**src/rtl/ppu_oam.sv**
```systemverilog
// Sprite attribute memory: 64 entries x 4 bytes, synchronous write, combinational read.
// Reset clears every byte and wins over a write presented on the same edge.
module ppu_oam (
  input  logic       clk,
  input  logic       rst,
  input  logic       oam_en,
  input  logic       oam_rw,
  input  logic [5:0] spr_select,
  input  logic [1:0] byte_select,
  input  logic [7:0] data_in,
  output logic [7:0] data_out
);

  localparam int unsigned ADDR_W = 8;
  localparam int unsigned DATA_W = 8;
  localparam int unsigned DEPTH  = 1 << ADDR_W;

  logic [DATA_W-1:0] mem [DEPTH];
  logic [ADDR_W-1:0] addr;
  logic              wr_en;
  logic              rd_en;

  // CPU linear OAM address is sprite index over byte-within-entry
  assign addr  = {spr_select, byte_select};
  assign wr_en = oam_en & ~oam_rw;
  assign rd_en = oam_en &  oam_rw;

  // Storage: full clear on reset, otherwise single-byte write
  always_ff @(posedge clk) begin
    if (rst) begin
      for (int i = 0; i < int'(DEPTH); i++) begin
        mem[ADDR_W'(i)] <= '0;
      end
    end else if (wr_en) begin
      mem[addr] <= data_in;
    end
  end

  // Read port drives zero whenever no read is presented
  always_comb begin
    data_out = '0;
    if (rd_en) begin
      data_out = mem[addr];
    end
  end

endmodule

```
**config.mk**
```make
export PLATFORM = sky130hd
export DESIGN_NAME = ppu_oam
export DESIGN_NICKNAME = d
export VERILOG_FILES = /design/src/rtl/ppu_oam.sv
export SDC_FILE = /design/constraint.sdc
export NUM_CORES = 2
export LEC_CHECK = 0
export BUFFER_PORTS_ARGS = -buffer_cell sky130_fd_sc_hd__clkbuf_2
export CORE_MARGIN = 2
export CORE_UTILIZATION = 45
export DETAILED_ROUTE_END_ITERATION = 7
export PLACE_DENSITY = 0.6
export SLEW_MARGIN = 0
export SYNTH_ARGS = -nofsm -noshare
export SYNTH_HDL_FRONTEND = slang
export SYNTH_SLANG_ARGS = --single-unit
export TNS_END_PERCENT = 1
```
**constraint.sdc**
```tcl
create_clock -name clk -period 3.2 [get_ports clk]
set_clock_uncertainty 0.1 [all_clocks]
set_input_delay 0.48 -clock clk [delete_from_list [all_inputs] [get_ports clk]]
set_output_delay 0.48 -clock clk [all_outputs]
set_load 0.02 [all_outputs]
```
# Word-level counts from Yosys, hierarchy flattened
# Memories as Yosys holds them, arrays and structs flattened.
# Cells that the tools add are included.
[totals]
ram_bits = 2048
out_inout_bits = 8
memories = 1
wordCells = 14
input_bits = 20
ff_bits = 0
[classes]
n_reduce_logical = 1
mux = 9
bitwise = 3
[mem_list]
columns = ["name", "depth", "word_bits", "rd", "rd_clocked_by_memory_dff", "wr", "line_no", "text"]
rows = [
  ["mem", 256, 8, 1, 0, 256, "18", "logic [DATA_W-1:0] mem [DEPTH];"],
]
[ops]
columns = ["op", "count"]
rows = [
  ["$mux 8", 3],
  ["$reduce_or 8->1", 1],
  ["$mux 1", 6],
  ["$and 1x1->1", 2],
  ["$not 1->1", 1],
]

# Depth between registers and ports, before layout
[logic_depth]
depth_word = 7
depth_mapped = 13
ltp_nobuf = 7

# Worst setup path after synthesis
# No wires, ideal clock.
[synth_timing]
path_kind = "input port to output port"
start = "in spr_select[1]"
end = "out data_out[4]"
required_ps = 2620
t_arrival_ps = 2663
path_buffers = 4
stages = 11
path_slack_ps = -43
cell_sequence = "buf_2 buf_2 and2_1 buf_2 buf_2 a22oi_1 a22oi_1 o2111a_1 a41oi_1 nor2_1 nor4_1"
[synth_between]
elab_chain_len = 2
[synth_rtl]
columns = ["element", "line_no", "text"]
rows = [
  ["start: declaration", "8", "input logic [5:0] spr_select,"],
  ["$mem_v2 256x8", "--", ""],
  ["$mux 8", "42", "if (rd_en) begin"],
  ["end: declaration", "11", "output logic [7:0] data_out"],
]
# Every way passes these cells.

# Worst setup path in the final report
[layout_timing]
start = "mem mem[18][3]"
end = "out data_out[3]"
[layout_between]
elab_chain_len = 2
[layout_rtl]
columns = ["element", "line_no"]
rows = [
  ["start: declaration", "18"],
  ["$mem_v2 256x8", "--"],
  ["$mux 8", "42"],
]
# Every way passes these cells.

==> summary.md <==
| Metric | Value |
|---|---|
| Final Util | `53.0%` |
| Row Count | `between 150 and 200` |
| Post-route cell area | `around 110,000 um^2` |
| CTS H-tree lvls | `4` |
| Die area | `216,000 um^2` |
| Critical-path top delay cell | `mux4_2` |
| Final Net Count | `about 6,900` |
| Layout cell share with drive strength beyond 1 | `25.9%` |
| Critical Path End Type | `output port` |
| Critical path startpoint category | `flop` |
| Reg with most FFs | `mem` |
| DRC | `0` |
| Clock Tree Buf Depth | `3` |
| Placed instance area | `between 100,000 and 150,000 um^2` |
| PwrDens | `roughly 540 nW/um^2` |
| HPWL after DPL | `between 150 and 200 mm` |
| Leak | `roughly 0.044 uW` |
| CP most frequent cell | `nor4_4` |
| Unrepaired setup endpoints after global routing | `yes` |
| Cts hold-fix bufs | `0` |
| Crit path kind | `flop to output port` |
| GR Util All Layers | `around a quarter` |
| Dominant cells by area after synthesis | `edfxtp_1 64%, mux4_2 9.4%, and3_1 7.5%` |
| DR vias | `just under 60,000` |
| Power, Total | `between 60,000 and 70,000 uW` |
| CTS sink cnt | `~2,000` |
| Clock share of power | `between 40% and 50%` |
| Core area | `212,000 um^2` |
| Pint | `46,600 uW` |
| Hold_sp | `data_in[3]` |
| Synthesis Warnings | `0` |
| # port buffers | `27` |
| Most common flop cell mapped by yosys | `edfxtp_1` |
| Post-synth EDFFs | `2,048` |
| Required time at the worst-slack endpoint | `roughly 2600 ps` |
| First-pass GRT wire length | `~410 mm` |
| Reg clk slew, reported paths | `60 ps` |
| Hold path cells | `2` |
| Data arrival, critical path | `3520 ps` |
| Die width | `about 470 um` |
| Regs by FF count | `mem: 2048 flops` |
| Maximum clock frequency | `about 240 MHz` |
| Final WL | `roughly 280 mm` |
| Crit-path max FO | `1` |
| Setup slack after layout | `-900 ps` |
| Hold slack | `between 50 and 60 ps` |
| Max reg flops | `2,048` |
| Max-slew violation count | `0` |
| CTS buffer count | `between 200 and 250` |
| Mapped Nets | `around 6,600` |
| Starting Density | `a little under half` |
| Combinational Power Share | `under 10%` |
| CTS tree | `yes` |
| Sw Ratio | `23.5%` |
| Outcome | `complete, but fails checks` |
| HP Class | `input port to flop` |
| Synth Area per Inst | `between 10 and 15 um^2` |
| Most common cell in the netlist | `edfxtp_1` |
| Worst path max stage delay | `~500 ps` |
| Largest net degree at the start of global routing | `about 150` |
| Initial antenna violation count | `11` |
| Period minus WS final | `about 4100 ps` |
| WL per Instance | `28.2 um` |
| Register area share after synthesis | `between 60% and 70%` |
| Die Height | `roughly 470 um` |
| TritonRoute pass-1 iters | `6` |
| Total gr overflow | `0` |
| Io pins | `28` |
| Final Hold Viols | `0` |
| Cell Area, Synth | `about 96,000 um^2` |
| Psw | `14,300 uW` |
| Post-CTS setup buffers | `0` |
| Hold Path End | `mem[154][3]$_SDFFCE_PN0P_` |
| Area delta synth->final | `17.3%` |
| Cells after synthesis | `approximately 6,500` |
| Slew margin rel. | `between 20 and 30%` |
| Async S/R FF share, synth | `0%` |
| Max Cap Viol | `0` |
| Top cells by count, synth | `2,048 x edfxtp_1, 1,148 x and3_1, 922 x and2_1, 568 x clkbuf_1, 401 x mux4_2` |
| Worst VDD drop | `around 0.60 mV` |
| Endpoints failing setup | `8` |
| Root Driver | `clkbuf_16` |
| Initial DRC count | `7,334` |
| Number of synthesized register bits | `between 2,000 and 2,500` |
| Sequential share of power | `51.3%` |
| Vias per std cell | `roughly 6.0` |
| Yosys top cell area share | `~64%` |
| Number of global-route vias before repair | `roughly 59,000` |
| Worst path cell trace | `mux4_2, mux2_4, nand2_4, and3_4, nand4_1, nor4_4, buf_4, nor4_4, clkbuf_4` |
| Synth unique cells | `between 50 and 60` |
| Gpl congestion | `between 0.8 and 0.9` |
| Failing checks | `setup timing` |
| DRT antenna net count | `0` |
| Final period utilization | `128%` |
| Most area-hungry cell type in the Yosys netlist | `edfxtp_1` |
| Worst slew pin tran | `between 1000 and 1500 ps` |
-- routing by layer --
metal  up-vias  global-route usage (%)  routed length [um]
met5         -                       0                  13
met1     30600                    36.1              116000
met3       391                    4.22               22000
met2      2542                    41.0              134000
li1      25700                       -                   -
met4         2                    7.50                7860
-- how the worst max path moves through the flow --
| stage | cells past startpoint | start | to |
|---|---|---|---|
| after floorplan | 11 | byte_select[0] | data_out[3] |
| after global placement | 10 | byte_select[0] | data_out[3] |
| after detailed placement | 10 | byte_select[0] | data_out[3] |
| after CTS | 9 | mem[18][3]$_SDFFCE_PN0P_ | data_out[3] |
| after global routing | 9 | mem[56][1]$_SDFFCE_PN0P_ | data_out[1] |
| final | 9 | mem[18][3]$_SDFFCE_PN0P_ | data_out[3] |
-- area by class of cell --
cell class                 count  area [um^2]
antenna                        2         5.00
clock buffer                 246         5500
clock inverter               151         1300
fill                       17200        99500
inverter                       1         3.75
multi-input combinational   3771        31600
sequential                  2048        61500
tap                         2821         3530
timing repair buffer         881         8900
-- stage by stage --
stage	instances	worst slack [ps]	TNS, ps
3_3_place_gp	9524	-1460	-12200
4_1_cts	9919	-970	-7390
5_1_grt	9920	-939	-7190
2_1_floorplan	6548	-35.9	-176
6_report	9921	-900	-6800
3_5_place_dp	9524	-1440	-13480
-- cell usage in the layout, fill, tap and decap left out, drive strengths merged, types with 30 or more instances in the layout --
| master | instances |
|---|---|
| edfxtp | 2048 |
| a21o | 136 |
| clkinv | 118 |
| a22oi | 124 |
| and2 | 927 |
| nor4 | 37 |
| and3 | 1148 |
| mux4 | 401 |
| buf | 869 |
| nand3 | 30 |
| mux2 | 30 |
| clkbuf | 258 |
| nor2 | 182 |
| nand2 | 82 |
| or2 | 115 |
| mux2i | 218 |
| o22ai | 54 |
| nor2b | 34 |
-- worst max-delay path: cells and delay by family, from the launching register on --
| kind | cells | cell delay (ps) |
|---|---|---|
| simple gates | 5 | 1100 |
| mux | 2 | 800 |
| flops | 1 | 390 |
| buf+inv | 2 | 380 |
-- power by group through the flow --
stage / logic (uW) / registers, uW / clock network [uW]
5_1_grt: 5390 / 31300 / 25800
6_report: 5170 / 31200 / 24500
4_1_cts: 5140 / 31200 / 24800
3_5_place_dp: 5070 / 31800 / 0
3_3_place_gp: 5030 / 31700 / 0
2_1_floorplan: 2770 / 31500 / 0
-- what timing repair did --
| item | in CTS | in global routing |
|---|---|---|
| resized for setup | 52 | 32 |
| gates cloned | 0 | 1 |
| pin swaps | 19 | 13 |
| setup endpoints to repair | 8 | 8 |
-- logic make-up after synthesis --
family	after synthesis	share of synthesized area, %
AOI/OAI and AO/OA	504	3.86
buffers and inverters	729	3.41
and+or+nand+nor	2618	16.4
muxes	649	12.1
DFF	2048	64.2
(Power assumes the default switching activity.)
